===== config.mk =====
export PLATFORM = sky130hd
export DESIGN_NAME = ex_hazard_ctrl
export DESIGN_NICKNAME = d
export VERILOG_FILES = /design/src/rtl/ex_hazard_ctrl_pkg.sv /design/src/rtl/ex_hazard_ctrl_fwd_unit.sv /design/src/rtl/ex_hazard_ctrl.sv
export SDC_FILE = /design/constraint.sdc
export NUM_CORES = 1
export LEC_CHECK = 0
export CAP_MARGIN = 5
export CELL_PAD_IN_SITES_DETAIL_PLACEMENT = 1
export CELL_PAD_IN_SITES_GLOBAL_PLACEMENT = 1
export CORE_UTILIZATION = 36
export CTS_CLUSTER_DIAMETER = 60
export CTS_CLUSTER_SIZE = 8
export DETAILED_ROUTE_END_ITERATION = 7
export PLACE_DENSITY_LB_ADDON = 0.25
export SETUP_SLACK_MARGIN = 0.2
export SLEW_MARGIN = 40
export SYNTH_ARGS = -nofsm -noshare
export SYNTH_HDL_FRONTEND = slang
export SYNTH_SLANG_ARGS = --single-unit

===== constraint.sdc =====
create_clock -name clk -period 4.6 [get_ports clk]
set_input_delay 1.38 -clock clk [delete_from_list [all_inputs] [get_ports clk]]
set_output_delay 1.38 -clock clk [all_outputs]
set_load 0.005 [all_outputs]

===== src/rtl/ex_hazard_ctrl_pkg.sv =====
`default_nettype none
// ============================================================================
// Module   : ex_hazard_ctrl_pkg
// Purpose  : Shared definitions for the execute-stage hazard controller:
//            forwarding select encodings, sequencing FSM states and the
//            architectural register index width.
// Ports    : none (package)
// Revision : 1.0 - initial release
// ============================================================================
package ex_hazard_ctrl_pkg;

    localparam int REG_IDX_W = 5;

    // ALU operand source selects
    localparam logic [1:0] FWD_REG = 2'b00;  // value read from the register file
    localparam logic [1:0] FWD_WB  = 2'b01;  // value being written back from MEM/WB
    localparam logic [1:0] FWD_MEM = 2'b10;  // ALU result held in EX/MEM

    typedef enum logic [1:0] {
        RUN     = 2'd0,
        MC_BUSY = 2'd1,
        DONE    = 2'd2
    } ex_state_e;

endpackage : ex_hazard_ctrl_pkg
`default_nettype wire


===== src/rtl/ex_hazard_ctrl_fwd_unit.sv =====
`default_nettype none
// ============================================================================
// Module   : ex_hazard_ctrl_fwd_unit
// Purpose  : Combinational operand forwarding selection for the EX stage.
//            The youngest producer (EX/MEM) takes priority over MEM/WB;
//            register x0 is never forwarded.
// Ports    : id_ex_rs1_i/id_ex_rs2_i   - source registers of the EX instruction
//            ex_mem_rd_i/_regwrite_i   - producer in EX/MEM
//            mem_wb_rd_i/_regwrite_i   - producer in MEM/WB
//            forward_a_o/forward_b_o   - operand A/B select
// Revision : 1.0 - initial release
// ============================================================================
module ex_hazard_ctrl_fwd_unit
    import ex_hazard_ctrl_pkg::*;
(
    input  logic [REG_IDX_W-1:0] id_ex_rs1_i,
    input  logic [REG_IDX_W-1:0] id_ex_rs2_i,
    input  logic [REG_IDX_W-1:0] ex_mem_rd_i,
    input  logic                 ex_mem_regwrite_i,
    input  logic [REG_IDX_W-1:0] mem_wb_rd_i,
    input  logic                 mem_wb_regwrite_i,
    output logic [1:0]           forward_a_o,
    output logic [1:0]           forward_b_o
);

    function automatic logic [1:0] fwd_sel(input logic [REG_IDX_W-1:0] rs);
        logic [1:0] sel;
        sel = FWD_REG;
        if (ex_mem_regwrite_i && (ex_mem_rd_i != '0) && (ex_mem_rd_i == rs)) begin
            sel = FWD_MEM;
        end else if (mem_wb_regwrite_i && (mem_wb_rd_i != '0) && (mem_wb_rd_i == rs)) begin
            sel = FWD_WB;
        end
        return sel;
    endfunction

    always_comb begin
        forward_a_o = fwd_sel(id_ex_rs1_i);
        forward_b_o = fwd_sel(id_ex_rs2_i);
    end

endmodule : ex_hazard_ctrl_fwd_unit
`default_nettype wire


===== src/rtl/ex_hazard_ctrl.sv =====
`default_nettype none
// ============================================================================
// Module   : ex_hazard_ctrl
// Purpose  : Execute-stage sequencing controller for the 5-stage RV64 pipe.
//            Operand forwarding, load-use bubbles, multi-cycle EX holds,
//            taken-branch flushes and stall/flush performance counters.
// Ports    : clk, rst                       - clock, async active-high reset
//            id_*_i                         - ID-stage source registers
//            id_ex_*_i, ex_mc_start_i       - EX-stage instruction info
//            ex_mem_*_i, mem_wb_*_i         - downstream producers
//            mem_branch_taken_i             - branch resolved taken in MEM
//            pc_write_o .. ex_mem_flush_o   - pipeline enables / clears
//            forward_a_o, forward_b_o       - ALU operand selects
//            mc_busy_o                      - multi-cycle op in progress
//            stall_cycles_o, flush_count_o  - saturating perf counters
// Revision : 1.0 - initial release
// ============================================================================
module ex_hazard_ctrl
    import ex_hazard_ctrl_pkg::*;
#(
    parameter int MC_LATENCY = 4,
    parameter int CNT_W      = 32
) (
    input  logic                 clk,
    input  logic                 rst,
    input  logic [REG_IDX_W-1:0] id_rs1_i,
    input  logic [REG_IDX_W-1:0] id_rs2_i,
    input  logic                 id_uses_rs2_i,
    input  logic [REG_IDX_W-1:0] id_ex_rs1_i,
    input  logic [REG_IDX_W-1:0] id_ex_rs2_i,
    input  logic [REG_IDX_W-1:0] id_ex_rd_i,
    input  logic                 id_ex_memread_i,
    input  logic                 ex_mc_start_i,
    input  logic [REG_IDX_W-1:0] ex_mem_rd_i,
    input  logic                 ex_mem_regwrite_i,
    input  logic [REG_IDX_W-1:0] mem_wb_rd_i,
    input  logic                 mem_wb_regwrite_i,
    input  logic                 mem_branch_taken_i,
    output logic                 pc_write_o,
    output logic                 pc_sel_branch_o,
    output logic                 if_id_write_o,
    output logic                 if_id_flush_o,
    output logic                 id_ex_write_o,
    output logic                 id_ex_flush_o,
    output logic                 ex_mem_flush_o,
    output logic [1:0]           forward_a_o,
    output logic [1:0]           forward_b_o,
    output logic                 mc_busy_o,
    output logic [CNT_W-1:0]     stall_cycles_o,
    output logic [CNT_W-1:0]     flush_count_o
);

    // Wide enough for the largest legal latency (16)
    localparam int                  MC_CNT_W = 5;
    localparam logic [MC_CNT_W-1:0] MC_LOAD  = MC_CNT_W'(MC_LATENCY - 1);
    localparam logic [MC_CNT_W-1:0] MC_ONE   = MC_CNT_W'(1);

    ex_state_e           state_q, state_d;
    logic [MC_CNT_W-1:0] mc_cnt_q, mc_cnt_d;
    logic [CNT_W-1:0]    stall_cycles_q, flush_count_q;
    logic                load_use;

    ex_hazard_ctrl_fwd_unit u_fwd_unit (
        .id_ex_rs1_i       (id_ex_rs1_i),
        .id_ex_rs2_i       (id_ex_rs2_i),
        .ex_mem_rd_i       (ex_mem_rd_i),
        .ex_mem_regwrite_i (ex_mem_regwrite_i),
        .mem_wb_rd_i       (mem_wb_rd_i),
        .mem_wb_regwrite_i (mem_wb_regwrite_i),
        .forward_a_o       (forward_a_o),
        .forward_b_o       (forward_b_o)
    );

    assign load_use = id_ex_memread_i && (id_ex_rd_i != '0) &&
                      ((id_ex_rd_i == id_rs1_i) ||
                       (id_uses_rs2_i && (id_ex_rd_i == id_rs2_i)));

    always_comb begin
        state_d         = state_q;
        mc_cnt_d        = mc_cnt_q;
        pc_write_o      = 1'b1;
        pc_sel_branch_o = 1'b0;
        if_id_write_o   = 1'b1;
        if_id_flush_o   = 1'b0;
        id_ex_write_o   = 1'b1;
        id_ex_flush_o   = 1'b0;
        ex_mem_flush_o  = 1'b0;

        if (mem_branch_taken_i) begin
            // Taken branch overrides everything and aborts any multi-cycle op
            pc_sel_branch_o = 1'b1;
            if_id_flush_o   = 1'b1;
            id_ex_flush_o   = 1'b1;
            ex_mem_flush_o  = 1'b1;
            state_d         = RUN;
            mc_cnt_d        = '0;
        end else begin
            unique case (state_q)
                RUN: begin
                    if (ex_mc_start_i) begin
                        pc_write_o     = 1'b0;
                        if_id_write_o  = 1'b0;
                        id_ex_write_o  = 1'b0;
                        ex_mem_flush_o = 1'b1;
                        state_d        = MC_BUSY;
                        mc_cnt_d       = MC_LOAD;
                    end else if (load_use) begin
                        pc_write_o    = 1'b0;
                        if_id_write_o = 1'b0;
                        id_ex_flush_o = 1'b1;
                    end
                end
                MC_BUSY: begin
                    mc_cnt_d = mc_cnt_q - MC_ONE;
                    if (mc_cnt_q > MC_ONE) begin
                        pc_write_o     = 1'b0;
                        if_id_write_o  = 1'b0;
                        id_ex_write_o  = 1'b0;
                        ex_mem_flush_o = 1'b1;
                    end else begin
                        // Last occupancy cycle: enables open, result moves on
                        state_d = DONE;
                    end
                end
                DONE: begin
                    // ex_mc_start is deliberately ignored so the op is not restarted
                    state_d = RUN;
                end
                default: begin
                    state_d  = RUN;
                    mc_cnt_d = '0;
                end
            endcase
        end
    end

    always_ff @(posedge clk or posedge rst) begin
        if (rst) begin
            state_q        <= RUN;
            mc_cnt_q       <= '0;
            stall_cycles_q <= '0;
            flush_count_q  <= '0;
        end else begin
            state_q  <= state_d;
            mc_cnt_q <= mc_cnt_d;
            if (!pc_write_o && (stall_cycles_q != '1)) begin
                stall_cycles_q <= stall_cycles_q + 1'b1;
            end
            if (mem_branch_taken_i && (flush_count_q != '1)) begin
                flush_count_q <= flush_count_q + 1'b1;
            end
        end
    end

    assign mc_busy_o      = (state_q == MC_BUSY);
    assign stall_cycles_o = stall_cycles_q;
    assign flush_count_o  = flush_count_q;

endmodule : ex_hazard_ctrl
`default_nettype wire


==> impl_metrics.env <==
export IMPL_grt_pass1_wl_um=18200
export IMPL_total_power_uw=1800
export IMPL_cp_arrival_ns=2.98
export IMPL_ys_ff_latch=71
export IMPL_clock_root_buffer="clkbuf_8"
export IMPL_leakagePower_uw=0.00258
export IMPL_synth_edff_count=0
export IMPL_yosysUniqueCellTypes=39
export IMPL_cts_tree="built"
export IMPL_syn_to_final_growth_pct=46.2
export IMPL_fin_setup_tns_ns=0
export IMPL_drv_cap=0
export IMPL_synth_top_area_frac=0.452
export IMPL_p_sw_uw=558
export IMPL_synth_cells=393
export IMPL_rsz0062_at_grt="true"
export IMPL_grt_antenna_before_repair=0
export IMPL_firstDrtPassIters=4
export IMPL_synth_area_per_cell_um2=9.99
export IMPL_cts_inserted_buffers=9
export IMPL_finalClockSkew_ns=0.0178
export IMPL_hold_viol_final=0
export IMPL_yosysWarnings=0
export IMPL_wl_per_cell_um=16.3
export IMPL_hold_buffers=0
export IMPL_max_freq_mhz=229
export IMPL_nFillCells=1172
export IMPL_ys_seq_area_frac=0.452
export IMPL_first_iter_violations=114
export IMPL_globalplace_congestion=0.781
export IMPL_p_comb_frac=0.251
export IMPL_synth_main_ff_cell="dfrtp_1"
export IMPL_use_met1=0.249
export IMPL_sw_frac_of_total=0.309
export IMPL_worstMarginPinSlew_ns=0.736
export IMPL_fin_crit_sh=0.949
export IMPL_start_util=0.375
export IMPL_postRouteWirelength_um=11000
export IMPL_drcViolationCount=0
export IMPL_outcome="complete, no violations"
export IMPL_grt_max_degree=35
export IMPL_finalNetCount=584
export IMPL_grt_use_total=0.203
export IMPL_slew_violations=0
export IMPL_die_h_um=106
export IMPL_intPower_uw=1250
export IMPL_path_class="in -> out"
export IMPL_vias=3530
export IMPL_dieArea_mm2=0.0113
export IMPL_ys_top_cells_by_area="dfrtp_1, xor2_1, xnor2_1"
export IMPL_relSlewSlack=0.509
export IMPL_grt_pass1_vias=3744
export IMPL_finalSetupViolCount=0
export IMPL_synth_async_reset_ratio=1.00
export IMPL_drive_gt1_frac=0.138
export IMPL_cts_max_level=3
export IMPL_port_buffers=118
export IMPL_required_ns=3.22
export IMPL_grt_util_met2=0.364
export IMPL_coreArea_mm2=0.0105
export IMPL_clock_sinks=71
export IMPL_rows=37
export IMPL_yosysTopAreaCell="dfrtp_1"
export IMPL_busiest_layer="met2"
export IMPL_syn_cell_area_mm2=0.00393
export IMPL_power_frac_clock=0.313
export IMPL_ir_worst_vdd_mv=0.126
export IMPL_cp_max_fo=2
export IMPL_clk_latency_ns=0.35
export IMPL_p_per_area_mw_per_mm2=314
export IMPL_post_route_min_period_ns=4.36
export IMPL_grt_overflow=0
export IMPL_synth_fp_nets=440
export IMPL_antenna_cells=0
export IMPL_vias_per_cell=5.21
export IMPL_clock_path_buffers=2
export IMPL_hp_class="reg -> reg"
export IMPL_clk_pin_slew_worst_paths_ns=0.08
export IMPL_seqPwrFrac=0.436
export IMPL_end_kind="output port"
export IMPL_boundaryPins=119
export IMPL_use_met3=0.0245
export IMPL_dpl_hpwl_um=8270
export IMPL_antenna_left=0
export IMPL_die_w_um=106
export IMPL_start_kind="primary input"
## layout make-up
type,instances,area (µm²),share of cell area
Clock buffer,10,128,0.0222
Clock inverter,6,95.1,0.0166
Inverter,11,41.3,0.00719
Multi-Input combinational cell,299,2170,0.378
Sequential cell,71,1780,0.309
Tap cell,136,170,0.0296
Timing Repair Buffer,145,1360,0.237
## flip-flops by register name (all words and copies together), names as in the netlist
name / count
stall_cycles_o: 32
flush_count_o: 32
mc_cnt_q: 5
state_q: 2
## what timing repair did
action	CTS	global route
setup endpoints to repair	7	5
gates cloned	0	0
gates resized for setup	41	9
pin swaps	12	8
setup buffers	1	0
## cell usage after synthesis (5+ instances only)
master / instances
and3_1: 11
buf_2: 5
dfrtp_1: 71
inv_1: 11
nand2_1: 33
nand3_1: 26
nand4_1: 18
nor2_1: 24
nor3_1: 22
nor4_1: 15
nor4b_1: 7
o21ai_0: 7
or4_1: 7
xnor2_1: 35
xor2_1: 57
## layout by cell type, fill, tap and decap left out, types with 4 or more instances in the layout
| cell | instances |
|---|---|
| xnor2_1 | 34 |
| clkdlybuf4s50_1 | 101 |
| nor2_1 | 24 |
| buf_2 | 4 |
| nand4_1 | 18 |
| nor3_1 | 20 |
| nand2_1 | 33 |
| clkinv_4 | 4 |
| nor4_1 | 9 |
| or4_1 | 4 |
| dlygate4sd2_1 | 10 |
| xor2_1 | 57 |
| nand3_1 | 26 |
| and3_1 | 11 |
| nor4_2 | 4 |
| ha_1 | 4 |
| nor4_4 | 4 |
| dfrtp_1 | 71 |
| nor4b_1 | 7 |
| buf_4 | 26 |
| clkbuf_8 | 9 |
| inv_1 | 10 |
## path summary, 6_finish.rpt
kind	slack [ns]	cells past startpoint	endpoint	start
min in group asynchronous	1.48	2	flush_count_o[28]	rst
max in group asynchronous	2.35	3	flush_count_o[3]	rst
hold / removal	0.49	1	flush_count_o[9]	flush_count_o[9]
setup reg to reg	2.12	7	stall_cycles_o[25]	mc_cnt_q[0]
setup / recovery	0.24	7	forward_a_o[0]	ex_mem_rd_i[2]
hold reg to reg	0.49	1	flush_count_o[9]	flush_count_o[9]
## worst max-delay path, stage by stage
cell and delay (ns):
dlygate4sd2_1 0.26, or4_4 0.53, o21ai_4 0.18, buf_6 0.13
nor4_4 0.05, nor4_4 0.29, buf_2 0.16
## per-layer routing
| metal | part of all wire | wire length, µm |
|---|---|---|
| met5 | 0 | 0 |
| met4 | 0.018 | 196 |
| met3 | 0.031 | 343 |
| met2 | 0.51 | 5600 |
| met1 | 0.44 | 4900 |
## metrics by stage
step	hold WS [ns]	utilization	instance area, µm²	worst slack (ns)	std cells
2_1_floorplan	0.478	-	3930	0.431	393
3_3_place_gp	0.479	0.518	5420	-0.288	661
3_5_place_dp	0.486	0.519	5430	-0.387	661
4_1_cts	0.498	0.544	5700	0.137	678
5_1_grt	0.516	0.549	5740	0.175	678
6_report	0.493	0.549	5740	0.235	678
## kinds of logic after synthesis
logic type      after synthesis  share of synthesized area
flops                        71                      0.452
simple gates                180                      0.259
fa+ha+maj                     4                     0.0127
buf+inv                      23                     0.0274
xor+xnor                     92                      0.205
mux                           3                    0.00956
compound gates               20                     0.0338
## power by group through the flow
| stage | combinational, µW | clock (µW) | sequential, µW |
|---|---|---|---|
| after floorplan | 206 | 0 | 773 |
| after CTS | 455 | 578 | 786 |
| final | 453 | 565 | 786 |
| after global placement | 432 | 0 | 792 |
| after global routing | 501 | 606 | 796 |
| after detailed placement | 448 | 0 | 798 |
No activity file was read; power rests on OpenSTA's default activity.
